===== src/rtl/mem_stage_pkg.sv =====
// Shared types and defaults for the memory-stage load/store unit.
// The optional access timeout is enabled with the MEM_TIMEOUT_EN macro.
package mem_stage_pkg;

  typedef enum logic [1:0] {
    IDLE   = 2'd0,
    ACCESS = 2'd1,
    DONE   = 2'd2
  } lsu_state_t;

  localparam int REGADDR_W_DEF = 4;
  localparam int TIMEOUT_DEF   = 16;

endpackage


===== src/rtl/lsu_timeout_ctr.sv =====
// Cycle counter for an outstanding data-memory access.
// Used by mem_stage_lsu only when MEM_TIMEOUT_EN is defined.
// expire fires in the cycle whose increment would bring the count to TIMEOUT.
module lsu_timeout_ctr #(
  parameter int TIMEOUT = 16,
  parameter int CNT_W   = $clog2(TIMEOUT + 1)
) (
  input  logic             clk,
  input  logic             reset,
  input  logic             clear,
  input  logic             inc,
  output logic [CNT_W-1:0] count,
  output logic             expire
);

  // Count waiting cycles; saturate at TIMEOUT so the value never wraps.
  always_ff @(posedge clk) begin
    if (reset || clear) begin
      count <= '0;
    end else if (inc && (count != CNT_W'(TIMEOUT))) begin
      count <= count + 1'b1;
    end
  end

  assign expire = inc && (count == CNT_W'(TIMEOUT - 1));

endmodule


===== src/rtl/mem_stage_lsu.sv =====
// Memory-stage load/store unit: issues data-memory requests for loads and
// stores, stalls the pipeline until the access completes, and registers the
// M->W outputs for the register-file write port.
// Optional feature: MEM_TIMEOUT_EN adds an ACCESS timeout with a sticky
// timeout_err flag; without it ACCESS waits for dmem_ack indefinitely.
module mem_stage_lsu
  import mem_stage_pkg::*;
#(
  parameter int WIDTH     = 32,
  parameter int REGADDR_W = REGADDR_W_DEF,
  parameter int TIMEOUT   = TIMEOUT_DEF
) (
  input  logic                 clk,
  input  logic                 reset,
  input  logic [WIDTH-1:0]     ALUResultM,
  input  logic [WIDTH-1:0]     WriteDataM,
  input  logic [REGADDR_W-1:0] WA3M,
  input  logic                 PCSrcM,
  input  logic                 RegWriteM,
  input  logic                 MemWriteM,
  input  logic                 MemtoRegM,
  output logic                 StallM,
  output logic                 dmem_req,
  output logic                 dmem_we,
  output logic [WIDTH-1:0]     dmem_addr,
  output logic [WIDTH-1:0]     dmem_wdata,
  input  logic [WIDTH-1:0]     dmem_rdata,
  input  logic                 dmem_ack,
  output logic [WIDTH-1:0]     ReadDataW,
  output logic [WIDTH-1:0]     ALUOutW,
  output logic [REGADDR_W-1:0] WA3W,
  output logic                 PCSrcW,
  output logic                 RegWriteW,
  output logic                 MemtoRegW,
  output logic                 timeout_err
);

  lsu_state_t       state;
  logic             memop;
  logic             is_load;
  logic [WIDTH-1:0] rdata_q;
  logic             expire;
  logic             aborted;

  // A simultaneous write+load request is treated as a store.
  assign memop   = MemWriteM | MemtoRegM;
  assign is_load = MemtoRegM & ~MemWriteM;

  assign StallM = !reset && ((state == ACCESS) || ((state == IDLE) && memop));

`ifdef MEM_TIMEOUT_EN
  localparam int CNT_W = $clog2(TIMEOUT + 1);

  logic [CNT_W-1:0] unused_tmo_count;
  logic             abort_q;
  logic             tmo_q;

  lsu_timeout_ctr #(
    .TIMEOUT (TIMEOUT),
    .CNT_W   (CNT_W)
  ) u_tmo (
    .clk    (clk),
    .reset  (reset),
    .clear  (state == IDLE),
    .inc    ((state == ACCESS) && !dmem_ack),
    .count  (unused_tmo_count),
    .expire (expire)
  );

  // Remember an aborted access until it retires, and latch the sticky error.
  always_ff @(posedge clk) begin
    if (reset) begin
      abort_q <= 1'b0;
      tmo_q   <= 1'b0;
    end else if ((state == ACCESS) && !dmem_ack && expire) begin
      abort_q <= 1'b1;
      tmo_q   <= 1'b1;
    end else if (state == DONE) begin
      abort_q <= 1'b0;
    end
  end

  assign aborted     = abort_q;
  assign timeout_err = tmo_q;
`else
  logic unused_timeout;

  assign unused_timeout = (TIMEOUT > 0);
  assign expire         = 1'b0;
  assign aborted        = 1'b0;
  assign timeout_err    = 1'b0;
`endif

  // Sequencer: drives the memory bus and the W-stage registers.
  always_ff @(posedge clk) begin
    if (reset) begin
      state      <= IDLE;
      dmem_req   <= 1'b0;
      dmem_we    <= 1'b0;
      dmem_addr  <= '0;
      dmem_wdata <= '0;
      rdata_q    <= '0;
      ReadDataW  <= '0;
      ALUOutW    <= '0;
      WA3W       <= '0;
      PCSrcW     <= 1'b0;
      RegWriteW  <= 1'b0;
      MemtoRegW  <= 1'b0;
    end else begin
      case (state)
        IDLE: begin
          ALUOutW <= ALUResultM;
          WA3W    <= WA3M;
          if (memop) begin
            dmem_req   <= 1'b1;
            dmem_we    <= MemWriteM;
            dmem_addr  <= ALUResultM;
            dmem_wdata <= WriteDataM;
            PCSrcW     <= 1'b0;
            RegWriteW  <= 1'b0;
            MemtoRegW  <= 1'b0;
            state      <= ACCESS;
          end else begin
            PCSrcW    <= PCSrcM;
            RegWriteW <= RegWriteM;
            MemtoRegW <= MemtoRegM;
          end
        end
        ACCESS: begin
          PCSrcW    <= 1'b0;
          RegWriteW <= 1'b0;
          MemtoRegW <= 1'b0;
          if (dmem_ack) begin
            if (!dmem_we) begin
              rdata_q <= dmem_rdata;
            end
            dmem_req <= 1'b0;
            dmem_we  <= 1'b0;
            state    <= DONE;
          end else if (expire) begin
            dmem_req <= 1'b0;
            dmem_we  <= 1'b0;
            state    <= DONE;
          end
        end
        DONE: begin
          ALUOutW   <= ALUResultM;
          WA3W      <= WA3M;
          PCSrcW    <= PCSrcM;
          RegWriteW <= RegWriteM & ~aborted;
          MemtoRegW <= is_load & ~aborted;
          if (is_load && !aborted) begin
            ReadDataW <= rdata_q;
          end
          state <= IDLE;
        end
        default: state <= IDLE;
      endcase
    end
  end

endmodule


===== config.mk =====
export PLATFORM = sky130hd
export DESIGN_NAME = mem_stage_lsu
export DESIGN_NICKNAME = d
export VERILOG_FILES = /design/src/rtl/mem_stage_pkg.sv /design/src/rtl/lsu_timeout_ctr.sv /design/src/rtl/mem_stage_lsu.sv
export SDC_FILE = /design/constraint.sdc
export NUM_CORES = 1
export LEC_CHECK = 0
export BUFFER_PORTS_ARGS = -buffer_cell sky130_fd_sc_hd__buf_4
export CORE_UTILIZATION = 30
export CTS_CLUSTER_DIAMETER = 30
export DETAILED_ROUTE_END_ITERATION = 12
export GPL_TIMING_DRIVEN = 0
export SLEW_MARGIN = 0
export SYNTH_ARGS = -nofsm -noshare
export SYNTH_HDL_FRONTEND = slang
export SYNTH_SLANG_ARGS = --single-unit

===== constraint.sdc =====
create_clock -name clk -period 3.1 [get_ports clk]
set_clock_uncertainty 0.05 [all_clocks]
set_input_delay 0.155 -clock clk [delete_from_list [all_inputs] [get_ports clk]]
set_output_delay 0.155 -clock clk [all_outputs]
set_load 0.01 [all_outputs]

== After elaboration in Yosys (flattened, before gate mapping) ==
Cells that the tools add are included.

* Equality and inequality tests: 4
* Mux-type cells: 14
* Bitwise operators: 4
* Reductions and logical operators: 13

{| class="wikitable"
|+ Operators with widths
! kind !! count
|-
| case mux 1 bit (3 select lines) || 3
|-
| two-way mux 1 bit || 6
|-
| AND reduction 2 bit || 3
|-
| AND reduction 3 bit || 2
|-
| two-way mux 2 bit || 2
|-
| != test 2 bit, second input constant || 2
|-
| case mux 1 bit (2 select lines) || 2
|-
| case mux 2 bit (2 select lines) || 1
|-
| nonzero test 3 bit || 1
|-
| == test 2 x 1 -> 1 bit, second input constant || 1
|-
| == test 2 bit, second input constant || 1
|-
| logical AND 1 bit || 2
|-
| logical NOT 2 bit || 1
|-
| NOT 1 bit || 2
|-
| nonzero test 2 bit || 1
|-
| OR reduction 2 bit || 1
|-
| AND 1 bit || 1
|-
| logical NOT 1 bit || 1
|-
| logical OR 1 bit || 1
|-
| bitwise OR 1 bit || 1
|}

* Flip-flop bits (word level): 171
* Bits of input ports: 107
* Output and inout bits: 139
* Word-level logic and storage cells: 47

== Logic depth before layout (Yosys ltp) ==
* Depth in word-level cells: 4
* Depth in mapped cells: 7

== Least setup slack after synthesis ==
Ideal clock, no wire load.

* Path kind: flip-flop to flip-flop
* Start: reg state[0]
* End: reg ALUOutW[10]
* Setup time: 0.132 ns
* Data arrival time: 1.419 ns
* Slack: 1.499 ns
* Stages on the path, launching flop included: 8
* Buffers on the path: 2
* Cells stage by stage: dfxtp_1 > inv_1 > ha_1 > or2_2 > buf_4 > buf_4 > nand2_1 > a21oi_1

* Longest elaborated chain between the ends: 2
* Elaborated cells on any way between the ends: 3

{| class="wikitable"
|+ Ends and longest elaborated chain
! element !! line !! source
|-
| from (decl) || mem_stage_lsu.sv:38 || <nowiki>lsu_state_t state;</nowiki>
|-
| from (signal assigned) || mem_stage_lsu.sv:97 || <nowiki>state <= IDLE;</nowiki>
|-
| from (signal assigned) || mem_stage_lsu.sv:122 || <nowiki>state <= ACCESS;</nowiki>
|-
| from (signal assigned) || mem_stage_lsu.sv:139 || <nowiki>state <= DONE;</nowiki>
|-
| == test 2 bit / logical NOT 2 bit (equally long branches) || mem_stage_lsu.sv:110 || <nowiki>case (state)</nowiki>
|-
| OR reduction 2 bit (no line) * || -- ||
|-
| to (signal assigned) || mem_stage_lsu.sv:112 || <nowiki>ALUOutW <= ALUResultM;</nowiki>
|-
| to (signal assigned) || mem_stage_lsu.sv:147 || <nowiki>ALUOutW <= ALUResultM;</nowiki>
|-
| to (decl) || mem_stage_lsu.sv:30 || <nowiki>output logic [WIDTH-1:0] ALUOutW,</nowiki>
|}

Mark *: on every way between the ends. The rest lies on a longest branch, timed or not.
A chain may end at the register's enable or synchronous reset.

== Worst setup path after layout ==
* Start: reg state[0]
* End: out StallM

* Longest elaborated chain between the ends: 4
* Elaborated cells on any way between the ends: 5

{| class="wikitable"
|+ Ends and longest elaborated chain
! element !! line !! source
|-
| logical NOT 2 bit || mem_stage_lsu.sv:49 || <nowiki>assign StallM = !reset && ((state == ACCESS) || ((state == IDLE) && memop));</nowiki>
|-
| logical AND 1 bit || mem_stage_lsu.sv:49 ||
|-
| logical OR 1 bit * || mem_stage_lsu.sv:49 ||
|-
| logical AND 1 bit * || mem_stage_lsu.sv:49 ||
|-
| to (decl) || mem_stage_lsu.sv:22 || <nowiki>output logic StallM,</nowiki>
|}

Marks and branches as above.

==> results.ini <==
[run_status]
status = finished, final reports clean

[sta]
rsz0062_at_grt = no
post-route-min-period_ns = 2.12
fin_tns_setup_ns = 0
drv_slew = 0
max_freq_mhz = 471
maxSlewHeadroom_pct = 56.0
hold_viol = 0
tightest_slew_ns = 0.661
fin_crit_sh_pct = 68.5
setup_viol = 0

[clocking]
root_buffer = clkbuf_16
post-cts-setup-buffers = 0
clock-sinks = 171
cts_resized = 0
cts_buffer_depth = 2
cts.htree.levels = 4
clk_pin_slew_worst_paths_ns = 0.06
cts_tree = done
numCtsBuffers = 17
insertion_delay_ns = 0.43

[layout]
diodes = 0
nets = 1244
drive_gt1_share_pct = 27.5
syn_to_final_growth_pct = 60.5
final_core_util_pct = 49.2

[power]
ir_drop_uv = 355
p_leak_nw = 4.29
cellPowerDensity_nw_per_um2 = 620

[yosys]
syn_area_per_cell_um2 = 8.09
synth_fp_nets = 880
synth_cell_types = 26
synth-seq-cells = 171
synth_cells = 767
ys_seq_area_share_pct = 55.2
synth_top_area_cell = dfxtp_1
synth-edff-count = 0
mappedNetlistArea_um2 = 6200
ys_warn_count = 0
post-synth-top-area-fraction_pct = 55.2
synthTopCellsByArea = dfxtp_1 (55%), nand2_1 (20%), a21oi_1 (14%)
synth_flop_cell = dfxtp_1
synth_most_common_cell = nand2_1
synthArstFlopShare_pct = 0
synth_top_cells_by_count = nand2_1 (331), dfxtp_1 (171), a21oi_1 (169)

[setup_path]
startpoint_type = flop
crit_required_ns = 2.89
cp-end-kind = output pin
criticalPathCategory = reg -> out
cp_max_fo = 10
arrival_ns = 1.92

[place]
gp_congestion = 0.738
portBuffers = 242
dp_hpwl_mm = 13.5

[die]
start_util_pct = 30.7
dieHeight_um = 146
die_area_um2 = 21300
coreArea_um2 = 20200
die_w_um = 146
rows = 52
io_pins = 246

[route]
vias_per_cell = 4.43
firstDrtPassIters = 4
vias = 6261
wirelength_mm = 19.5
drc_errors = 0
ant_nets = 0
drtIter0Drc = 212
wire_per_inst_um = 13.8

[min_path]
hold_class = in -> reg

[global_routing]
grt_pass1_vias = 6110
grt_max_degree = 17
gr-total-overflow = 0
grt_pass1_wl_mm = 31.3
antenna_found_initial = 0
grtUsageTotal_pct = 18.5

[run]
maxCapViolCount = 0

## state kept, by name, indices dropped and copies added (netlist names)
signal / count
ReadDataW: 32
MemtoRegW: 1
state: 2
RegWriteW: 1
rdata_q: 32
dmem_req: 1
PCSrcW: 1
dmem_wdata: 32
ALUOutW: 32
dmem_we: 1
dmem_addr: 32
WA3W: 4
## where the power goes
part	switching [mW]	total, mW	leakage (nW)	internal (mW)
Clock	0.948	2.07	0.263	1.12
Sequential	0.122	2.55	1.40	2.43
Combinational	0.819	1.55	2.62	0.731
## per-stage QoR
step	setup WS [ns]	cell area [um2]	instances	hold slack, ns	total power, mW
5_1_grt	0.829	9960	1414	0.0614	6.53
3_3_place_gp	1.24	8360	1279	0.351	4.04
4_1_cts	0.947	9960	1414	0.0331	6.25
3_5_place_dp	1.21	8360	1279	0.351	4.06
2_1_floorplan	1.50	6200	767	0.241	3.39
6_report	0.975	9960	1414	0.0298	6.17
## cell families after synthesis
logic type,after synthesis,share of synthesized area [%]
AOI/OAI and AO/OA,178,14.9
adders and majority gates,6,1.21
buffers and inverters,59,6.39
DFF,171,55.2
muxes,2,0.323
other,1,0.0604
and+or+nand+nor,350,21.9
## final cells by class
type	count	area, um2
Buffer	55	382
Clock buffer	18	429
Clock inverter	14	139
Fill cell	2012	10300
Inverter	4	15.0
Multi-Input combinational cell	537	2380
Sequential cell	171	3420
Tap cell	270	338
Timing Repair Buffer	345	2850
## cell usage in the layout, fill, tap and decap left out
cell	count
inv_6	3
bufinv_16	1
ha_1	6
mux2i_1	2
o21ai_4	1
nand2_1	331
or2_2	3
clkinv_2	1
inv_8	2
o21a_1	1
nor2_1	5
inv_1	4
buf_1	1
clkinvlp_4	5
dlygate4sd3_1	103
dfxtp_1	171
clkinv_4	2
a2111oi_2	1
nor2b_1	2
buf_4	249
clkbuf_1	19
a32o_1	2
buf_6	18
buf_2	11
a21oi_1	169
and3b_1	2
conb_1	1
o21ai_0	3
a211oi_1	1
nand3b_1	3
nor3b_1	1
clkbuf_16	17
nor2_2	1
nand2b_1	2
## routing by layer
metal | global-route usage [%] | wire (um) | share of wire (%)
met5 | 0 | 0 | 0
met1 | 22.7 | 8670 | 44
met4 | 5.63 | 295 | 1.5
met3 | 5.96 | 1300 | 6.7
met2 | 30.7 | 9290 | 48
## worst paths after layout
check                           cells past startpoint        start  slack [ns]             to
worst min register to register                      2  rdata_q[29]        0.40  ReadDataW[29]
worst max-delay path                                7     state[0]        0.98         StallM
worst min-delay path                                2        reset        0.03       dmem_req
worst max register to register                      6     state[0]        1.21    ALUOutW[20]
## worst max-delay path: stages (launching register included)
cell and delay [ns]:
dfxtp_1 0.34, inv_1 0.13, ha_1 0.31, o21a_1 0.19, buf_2 0.23, nor2_1 0.06
nor2_1 0.09, buf_4 0.13
## timing repair
action,4_1_cts,5_1_grt
hold buffers,103,0
endpoints found under the hold margin,135,0
setup endpoints to repair,0,0
Note: power is estimated with default switching activity, not from simulation.
